**config.mk**
```make
export PLATFORM = sky130hd
export DESIGN_NAME = ifm_pair_feeder
export DESIGN_NICKNAME = d
export VERILOG_FILES = /design/src/rtl/cnn_feeder_pkg.sv /design/src/rtl/feeder_skid_buffer.sv /design/src/rtl/ifm_pair_feeder.sv
export SDC_FILE = /design/constraint.sdc
export NUM_CORES = 1
export LEC_CHECK = 0
export ABC_AREA = 1
export ABC_CLOCK_PERIOD_IN_PS = 3200
export BUFFER_PORTS_ARGS = -buffer_cell sky130_fd_sc_hd__buf_2
export CAP_MARGIN = 40
export CELL_PAD_IN_SITES_DETAIL_PLACEMENT = 1
export CELL_PAD_IN_SITES_GLOBAL_PLACEMENT = 1
export CORE_ASPECT_RATIO = 1.5
export CORE_MARGIN = 5
export CORE_UTILIZATION = 45
export DETAILED_ROUTE_END_ITERATION = 8
export PLACE_DENSITY_LB_ADDON = 0.25
export RECOVER_POWER = 50
export SLEW_MARGIN = 40
export SYNTH_ARGS = -nofsm -noshare
export SYNTH_HDL_FRONTEND = slang
export SYNTH_SLANG_ARGS = --single-unit
```
**constraint.sdc**
```tcl
create_clock -name clk -period 3.2 [get_ports clk]
set_clock_uncertainty 0.05 [all_clocks]
set_input_delay 0.16 -clock clk [delete_from_list [all_inputs] [get_ports clk]]
set_output_delay 0.16 -clock clk [all_outputs]
set_load 0.01 [all_outputs]
```
**src/rtl/cnn_feeder_pkg.sv**
```systemverilog
// Shared types and width helpers for the IFM pair feeder.
package cnn_feeder_pkg;

    typedef enum logic [1:0] {
        IDLE  = 2'd0,
        RUN   = 2'd1,
        DRAIN = 2'd2,
        DONE  = 2'd3
    } feeder_state_t;

    localparam int STALL_CNT_W = 16;

    // Width of a counter that must hold 0..n_pairs inclusive (saturated value).
    function automatic int pair_cnt_width(input int n_pairs);
        return (n_pairs < 2) ? 1 : $clog2(n_pairs + 1);
    endfunction

    // Width of a row/column position that must hold 0..ifm_size inclusive.
    function automatic int pos_width(input int ifm_size);
        return $clog2(ifm_size) + 1;
    endfunction

endpackage

```
**src/rtl/feeder_skid_buffer.sv**
```systemverilog
// One-entry skid plus output register for the pixel-pair stream.
// RAM returns land in the output register when it is empty or shifting,
// otherwise in the skid; the skid always refills the output register first.
module feeder_skid_buffer #(
    parameter int WIDTH = 64
) (
    input  logic             clk,
    input  logic             reset,
    input  logic             ret_valid,
    input  logic [WIDTH-1:0] ret_data,
    input  logic             feed_stall,
    output logic             out_valid,
    output logic [WIDTH-1:0] out_data,
    output logic             skid_full,
    output logic             shift
);

    logic [WIDTH-1:0] skid_data;
    logic             skid_valid;

    assign shift     = out_valid & ~feed_stall;
    assign skid_full = skid_valid;

    // Output register / skid update with skid-first ordering.
    always_ff @(posedge clk or negedge reset) begin
        if (!reset) begin
            out_valid  <= 1'b0;
            out_data   <= '0;
            skid_valid <= 1'b0;
            skid_data  <= '0;
        end else if (!out_valid || shift) begin
            if (skid_valid) begin
                out_valid  <= 1'b1;
                out_data   <= skid_data;
                skid_valid <= ret_valid;
                if (ret_valid) begin
                    skid_data <= ret_data;
                end
            end else if (ret_valid) begin
                out_valid <= 1'b1;
                out_data  <= ret_data;
            end else begin
                out_valid <= 1'b0;
            end
        end else if (ret_valid && !skid_valid) begin
            skid_valid <= 1'b1;
            skid_data  <= ret_data;
        end
    end

endmodule

```
**src/rtl/ifm_pair_feeder.sv**
```systemverilog
// Streams one IFM channel from a dual-port RAM into the dual-input window
// shift register, two pixels per shift, and flags complete KxK windows.
// Optional build macro: FEEDER_STALL_CNT_EN adds the stall_count output.
//
// state | meaning
// IDLE  | waiting for start
// RUN   | issuing pair reads until the last one is issued
// DRAIN | waiting for the in-flight pairs to shift out
// DONE  | one-cycle done pulse
module ifm_pair_feeder
    import cnn_feeder_pkg::*;
#(
    parameter int DATA_WIDTH       = 32,
    parameter int IFM_SIZE         = 32,
    parameter int KERNAL_SIZE      = 5,
    parameter int ADDRESS_SIZE_IFM = $clog2(IFM_SIZE * IFM_SIZE),
    parameter int NUMBER_OF_PAIRS  = IFM_SIZE * IFM_SIZE / 2
) (
    input  logic                        clk,
    input  logic                        reset,
    input  logic                        start,
    input  logic [ADDRESS_SIZE_IFM-1:0] base_address,
    input  logic                        feed_stall,
    output logic                        ifm_read_enable,
    output logic [ADDRESS_SIZE_IFM-1:0] ifm_address_1,
    output logic [ADDRESS_SIZE_IFM-1:0] ifm_address_2,
    input  logic [DATA_WIDTH-1:0]       ifm_data_1,
    input  logic [DATA_WIDTH-1:0]       ifm_data_2,
    output logic                        fifo_enable,
    output logic [DATA_WIDTH-1:0]       fifo_data_in,
    output logic [DATA_WIDTH-1:0]       fifo_data_in_2,
    output logic                        window_valid_1,
    output logic                        window_valid_2,
    output logic                        busy,
    output logic                        done
`ifdef FEEDER_STALL_CNT_EN
    ,
    output logic [STALL_CNT_W-1:0]      stall_count
`endif
);

    localparam int PAIR_W = pair_cnt_width(NUMBER_OF_PAIRS);
    localparam int POS_W  = pos_width(IFM_SIZE);

    feeder_state_t               state, state_nxt;
    logic [ADDRESS_SIZE_IFM-1:0] base_q;
    logic [PAIR_W-1:0]           rd_cnt;
    logic                        ret_valid;
    logic                        accept;
    logic                        last_read;
    logic                        out_valid;
    logic                        skid_full;
    logic                        shift;
    logic [2*DATA_WIDTH-1:0]     out_data;
    logic [POS_W-1:0]            col_a;
    logic [POS_W-1:0]            row;
    logic [POS_W-1:0]            col_b;
    logic [POS_W-1:0]            col_next;

    assign accept    = (state == IDLE) && start;
    assign last_read = (rd_cnt == PAIR_W'(NUMBER_OF_PAIRS - 1));

    assign ifm_address_1 = base_q + ADDRESS_SIZE_IFM'({rd_cnt, 1'b0});
    assign ifm_address_2 = ifm_address_1 + ADDRESS_SIZE_IFM'(1);

    // FSM state register.
    always_ff @(posedge clk or negedge reset) begin
        if (!reset) begin
            state <= IDLE;
        end else begin
            state <= state_nxt;
        end
    end

    // Next state, read strobe and status outputs.
    always_comb begin
        state_nxt       = state;
        busy            = 1'b0;
        done            = 1'b0;
        ifm_read_enable = 1'b0;
        case (state)
            IDLE: begin
                if (start) begin
                    state_nxt = RUN;
                end
            end
            RUN: begin
                busy            = 1'b1;
                ifm_read_enable = ~feed_stall & ~skid_full;
                if (!feed_stall && !skid_full && last_read) begin
                    state_nxt = DRAIN;
                end
            end
            DRAIN: begin
                busy = 1'b1;
                if (!out_valid && !skid_full && !ret_valid) begin
                    state_nxt = DONE;
                end
            end
            DONE: begin
                done      = 1'b1;
                state_nxt = IDLE;
            end
            default: state_nxt = IDLE;
        endcase
    end

    // Base latch, pair read counter and one-cycle RAM return marker.
    always_ff @(posedge clk or negedge reset) begin
        if (!reset) begin
            base_q    <= '0;
            rd_cnt    <= '0;
            ret_valid <= 1'b0;
        end else begin
            ret_valid <= ifm_read_enable;
            if (accept) begin
                base_q <= base_address;
                rd_cnt <= '0;
            end else if (ifm_read_enable) begin
                rd_cnt <= rd_cnt + PAIR_W'(1);
            end
        end
    end

    feeder_skid_buffer #(
        .WIDTH(2 * DATA_WIDTH)
    ) u_skid (
        .clk       (clk),
        .reset     (reset),
        .ret_valid (ret_valid),
        .ret_data  ({ifm_data_2, ifm_data_1}),
        .feed_stall(feed_stall),
        .out_valid (out_valid),
        .out_data  (out_data),
        .skid_full (skid_full),
        .shift     (shift)
    );

    assign fifo_enable    = shift;
    assign fifo_data_in   = out_data[DATA_WIDTH-1:0];
    assign fifo_data_in_2 = out_data[2*DATA_WIDTH-1:DATA_WIDTH];

    assign col_b    = col_a + POS_W'(1);
    assign col_next = col_a + POS_W'(2);

    // Raster position of the next shifted pair and registered window flags.
    // The column wraps at each row start so windows never span rows.
    always_ff @(posedge clk or negedge reset) begin
        if (!reset) begin
            col_a          <= '0;
            row            <= '0;
            window_valid_1 <= 1'b0;
            window_valid_2 <= 1'b0;
        end else begin
            window_valid_1 <= 1'b0;
            window_valid_2 <= 1'b0;
            if (accept) begin
                col_a <= '0;
                row   <= '0;
            end else if (shift) begin
                window_valid_1 <= (row >= POS_W'(KERNAL_SIZE - 1)) &&
                                  (col_b >= POS_W'(KERNAL_SIZE - 1));
                window_valid_2 <= (row >= POS_W'(KERNAL_SIZE - 1)) &&
                                  (col_a >= POS_W'(KERNAL_SIZE - 1));
                if (col_next >= POS_W'(IFM_SIZE)) begin
                    col_a <= '0;
                    row   <= row + POS_W'(1);
                end else begin
                    col_a <= col_next;
                end
            end
        end
    end

`ifdef FEEDER_STALL_CNT_EN
    // Saturating count of cycles where a valid pair is held by a stall.
    always_ff @(posedge clk or negedge reset) begin
        if (!reset) begin
            stall_count <= '0;
        end else if (accept) begin
            stall_count <= '0;
        end else if (out_valid && feed_stall && (stall_count != {STALL_CNT_W{1'b1}})) begin
            stall_count <= stall_count + STALL_CNT_W'(1);
        end
    end
`endif

endmodule

```
-- After elaboration in Yosys (flattened, before gate mapping)
Cells that the tools add are included.
- flip-flop bits (word level): 167
- logic and storage cells: 88
- multiplexer cells: 29
- equal/unequal tests: 9
- bitwise gates (word level): 4
- order comparisons: 4
- add/subtract/negate cells: 6
- reductions and logical operators: 24
- operators with widths (kind ; count):
    two-way mux 64 bit ; 5
    two-way mux 6 bit ; 6
    adder 10 x 1 -> 10 bit (second input constant) ; 2
    two-way mux 10 bit ; 2
    >= comparator 6 x 3 -> 1 bit (second input constant) ; 3
    adder 6 x 1 -> 6 bit (second input constant) ; 2
    two-way mux 1 bit ; 12
    adder 10 bit ; 1
    equality test 10 x 9 -> 1 bit (second input constant) ; 1
    nonzero test 2 bit ; 5
    logical AND 1 bit ; 8
    != test 2 bit (second input constant) ; 4
    case mux 2 bit (4 select lines) ; 1
    adder 6 x 2 -> 6 bit (second input constant) ; 1
    >= comparator 6 bit (second input constant) ; 1
    two-way mux 2 bit ; 3
    AND reduction 3 bit ; 2
    equality test 2 bit (second input constant) ; 2
    zero test 1 bit ; 4
    AND reduction 2 bit ; 2
    AND 1 bit ; 2
    equality test 2 x 1 -> 1 bit (second input constant) ; 1
    zero test 2 bit ; 1
    != test 2 x 1 -> 1 bit (second input constant) ; 1
    3 further kinds ; 4

-- Depth between registers and ports, before layout
- word-level depth: 5
- gate-level depth with buffers: 13

-- Hierarchy
From an unflattened synthesis, not the netlist that was laid out.
- cell total of the unflattened synthesis: 1082
- area total of the unflattened synthesis: 8214.1 um2
- by module, submodules not included (module ; seq. area each (um2) ; times used ; cells each ; area an instance (um2)):
    feeder_skid_buffer ; 3253.1 ; 1 ; 768 ; 5796.8
    ifm_pair_feeder ; 900.9 ; 1 ; 314 ; 2417.3

-- Worst setup path after synthesis
Ideal clock, no wire load.
- path type: reg2out
- start: register rd_cnt[0]
- end: output ifm_address_2[9]
- path slack: 0.970 ns
- required time: 2.990 ns
- stages on the path, launching flop included: 12
- buffers on the path: 0
- arrival: 2.020 ns
- path through: dfrtp_1 > ha_1 > fa_1 > nand2_1 > nor2_1 > nand2_1 > nor2_1 > nand2_1 > nor2_1 > nand2_1 > nand2_1 > nand2_1
- longest elaborated chain between the ends: 2
- RTL lines (item ; line ; text):
    start: declaration ; ifm_pair_feeder.sv:47 ; logic [PAIR_W-1:0] rd_cnt;
    start signal: assignment ; ifm_pair_feeder.sv:120 ; rd_cnt <= rd_cnt + PAIR_W'(1);
    adder 10 bit ; ifm_pair_feeder.sv:63 ; assign ifm_address_1 = base_q + ADDRESS_SIZE_IFM'({rd_cnt, 1'b0});
    via ifm_address_1[2] ; ifm_pair_feeder.sv:25 ; output logic [ADDRESS_SIZE_IFM-1:0] ifm_address_1,
    adder 10 x 1 -> 10 bit ; ifm_pair_feeder.sv:64 ; assign ifm_address_2 = ifm_address_1 + ADDRESS_SIZE_IFM'(1);
    end: declaration ; ifm_pair_feeder.sv:26 ; output logic [ADDRESS_SIZE_IFM-1:0] ifm_address_2,
The timed path passes the listed nets, and every way through them passes these cells.

-- Worst setup path in the final report
- start: register rd_cnt[0]
- end: output ifm_address_2[9]
- longest elaborated chain between the ends: 2
- RTL lines (item ; line):
    adder 10 bit ; ifm_pair_feeder.sv:63
    adder 10 x 1 -> 10 bit ; ifm_pair_feeder.sv:64
No other way between the ends.

==> results.md <==
- Status: complete, but fails checks
- Violations in the final reports: capacitance limit, slew limit
- Number of unique standard cell types used by synthesis: 36
- Diode insertion count for antenna repair: 0
- Placement-stage cell area: 0.008792 mm²
- Launch point of the worst hold path: feed_stall
- Horizontal extent of the die: 117.3 µm
- Synthesized netlist cell count: 801
- Sort of element at the start of the critical path: flip-flop
- Reg2Reg Capture Point: row[1]
- Complex-gate fraction of the synthesized area: 0.07762
- CP Data Required Time: 2990 ps
- Port Buffers: 167
- Total routed wirelength: 21760 µm
- Die H: 170.9 µm
- Cell chosen for the clock root: clkbuf_16
- Length of the first detailed-routing pass in iterations: 4
- Post-detailed-route via-to-cell ratio: 5.172
- First-pass GRT wire length: 35740 µm
- Worst supply voltage drop on vdd: 0.0005648 V
- Starting density of the core: 0.4517
- Power per cell area: 1018 mW/mm²
- Setup repair after global routing missed its margin: no
- Worst endpoint data arrival time: 2650 ps
- Rows: 59
- Combinational family with the most area after synthesis: simple AND/OR/NAND/NOR gates
- Detailed placer's ending HPWL: 13560 µm
- Hold Vio Cnt, Final: 0
- Adder and majority gate portion of the synthesized area: 0.03156
- Remaining DRCs: 0
- Floorplan core area: 0.01720 mm²
- Worst-Margin Slew: 2071 ps
- Die Outline Area: 0.02005 mm²
- Clock latency on the worst-skew pair: 420 ps
- Area of the mapped netlist: 0.007770 mm²
- Most frequent cells in the layout: nand2_1 (230), dfrtp_1 (166), buf_2 (97), nor2_1 (88), dlygate4sd3_1 (75)
- Most frequent standard cell in the layout excluding fill and tap cells: nand2_1
- Simple-gate area share of the yosys netlist: 0.1808
- Biggest fanout along the worst timing path: 4
- Number of antenna violations at the first check in global routing: 0
- Hold Path Depth: 3
- Number of cell instances on the worst register-to-register path: 10
- Global route overflow: 0
- Mean post-synth cell area: 9.700 µm²
- Synth Area in XOR/XNOR: 0.01465
- Sort of element at the end of the critical path: output port
- Total routing resource utilization after global routing: 0.2261
- Classification of the worst setup path: reg -> out
- Reg2reg start: state[0]
- Worst hold-check path type: in -> reg
- CTS clock-pin slew for the worst setup and hold paths: 60 ps
- Final setup violation count: 0
- Max Fclk: 350.1 MHz
- Post-synth net total: 898
- Max-cap check violation count: 1
- Share of the cycle needed by the critical path after routing: 0.8925
- Syn-to-layout area delta: 29.31%
- Vias in the first global route: 7178
- WL per Instance: 17.33 µm
- Syn. warnings: 0
- Post-synthesis mux area share: 0.1121
- Sequential-to-total area share from yosys stat: 0.5346
- GPL Wtd Cong: 0.7907
- Longest Clk Path Bufs: 2
- Clk sink count: 166
- Ports: 168
- Number of clock buffers inserted by TritonCTS: 17
- H-tree depth reported by CTS: 4
- Clock tree from TritonCTS: done
- Worst Hold End: u_skid.out_valid
- Reg2Reg Setup Slack: 1180 ps
- Largest net degree at the start of global routing: 129
- Post-Layout Inst Area: 0.01005 mm²
- Final Net Count: 1128
- Via count of the routed design: 6496
- Detail Route Antenna Nets: 0
- Post-layout minimum cycle time: 2856 ps
- First-iteration detailed-routing DRC count: 362
- Setup TNS: 0 ps
- Static Leakage: 0.004829 µW
- Share of layout cells above drive strength 1: 0.1918
- Relative slew slack: -0.3806
- Seq cells post-synth: 166
- Final slew viol count: 81
==> worst max path at each step <==
stage / end / slack, ps / startpoint / depth (start not counted)
6_report: ifm_address_2[9] / 340 / rd_cnt[0] / 12
5_1_grt: rd_cnt[5] / 40 / reset / 3
4_1_cts: ifm_address_2[9] / 290 / rd_cnt[0] / 12
3_5_place_dp: ifm_address_2[9] / 760 / rd_cnt[0] / 12
3_3_place_gp: ifm_address_2[9] / 810 / rd_cnt[0] / 12
2_1_floorplan: ifm_address_2[9] / 970 / rd_cnt[0] / 11
==> registers in the layout (all words and copies together), names as in the netlist <==
| signal | cells |
|---|---|
| u_skid.skid_full | 1 |
| row | 6 |
| window_valid_2 | 1 |
| u_skid.out_data | 64 |
| state | 2 |
| col_a | 5 |
| base_q | 10 |
| window_valid_1 | 1 |
| u_skid.out_valid | 1 |
| rd_cnt | 10 |
| ret_valid | 1 |
| u_skid.skid_data | 64 |
==> logic make-up after synthesis <==
| logic type | after synthesis |
|---|---|
| compound gates | 100 |
| xor+xnor | 13 |
| fa+ha+maj | 19 |
| buf+inv | 83 |
| flops | 166 |
| mux | 64 |
| simple gates | 356 |
==> worst max-delay path, cell delays in order (launching register included) <==
cell and delay [ps]:
dfrtp_1 420, ha_1 230, fa_1 580, nand2_1 70, nor2_1 150, nand2_1 70
nor2_1 160, nand2_1 90, nor2_1 160, nand2_1 70, nand2_1 60, nand2_1 40
buf_2 130
==> synthesized netlist by cell type <==
cell type | count | area share
a211oi_1 | 2 | 0.0019
a21oi_1 | 10 | 0.0064
a31o_2 | 1 | 0.0011
a31oi_1 | 65 | 0.052
buf_1 | 3 | 0.0014
buf_2 | 17 | 0.011
buf_4 | 2 | 0.0019
buf_6 | 5 | 0.0072
clkbuf_1 | 12 | 0.0058
dfrtp_1 | 166 | 0.53
fa_1 | 1 | 0.0026
ha_1 | 18 | 0.029
inv_1 | 42 | 0.020
inv_2 | 2 | 0.00097
mux2_1 | 9 | 0.013
mux2_2 | 15 | 0.022
mux2_4 | 40 | 0.077
nand2_1 | 231 | 0.11
nand2_2 | 1 | 0.00081
nand3_1 | 17 | 0.011
nand3b_1 | 2 | 0.0019
nand4_1 | 4 | 0.0032
nor2_1 | 89 | 0.043
nor2_2 | 1 | 0.00081
nor3_1 | 6 | 0.0039
nor3_2 | 1 | 0.0013
nor3b_1 | 1 | 0.00097
nor4_1 | 2 | 0.0016
o211ai_1 | 1 | 0.00097
o21a_1 | 1 | 0.00097
o21ai_0 | 16 | 0.010
o21ai_1 | 1 | 0.00064
o31ai_1 | 3 | 0.0029
or2_2 | 1 | 0.00081
xnor2_1 | 6 | 0.0068
xor2_1 | 7 | 0.0079
==> where the power goes <==
group | switching (µW) | internal, µW | total [µW]
Combinational | 2550 | 1820 | 4370
Clock | 874 | 1240 | 2110
Sequential | 635 | 3100 | 3740
==> final cells by class <==
class | count | area (µm²)
Tap cell | 213 | 266.5
Clock buffer | 18 | 429.2
Fill cell | 2000 | 7153
Clock inverter | 13 | 171.4
Sequential cell | 166 | 4154
Multi-Input combinational cell | 552 | 3253
Inverter | 44 | 165.2
Timing Repair Buffer | 250 | 1608
==> stage by stage <==
step | setup WS [ps] | total power (µW) | hold WS [ps] | std cells | util
after floorplan | 970.4 | 6657 | -185.6 | 801 | -
after global placement | 809.6 | 7945 | 220.4 | 1150 | 0.5112
after detailed placement | 759.4 | 8142 | 218.5 | 1150 | 0.5112
after CTS | 294.3 | 10400 | 13.64 | 1256 | 0.5897
after global routing | 44.06 | 11010 | 38.19 | 1256 | 0.5841
final | 343.9 | 10220 | 24.01 | 1256 | 0.5841
==> timing repair <==
item	in CTS	in global routing
buffers inserted	0	0
hold buffers	75	0
hold endpoints to repair	217	0
gates resized for setup	0	0
==> metal layers <==
metal  global-route usage  wire, µm  vias to the layer above
met5                    0         0                        -
met4              0.08683       609                        0
met3              0.03680       714                       37
met2               0.4185     11920                      119
met1               0.2540      8517                     3235
li1                     -         -                     3105
Power figures use the tool's default switching activity.
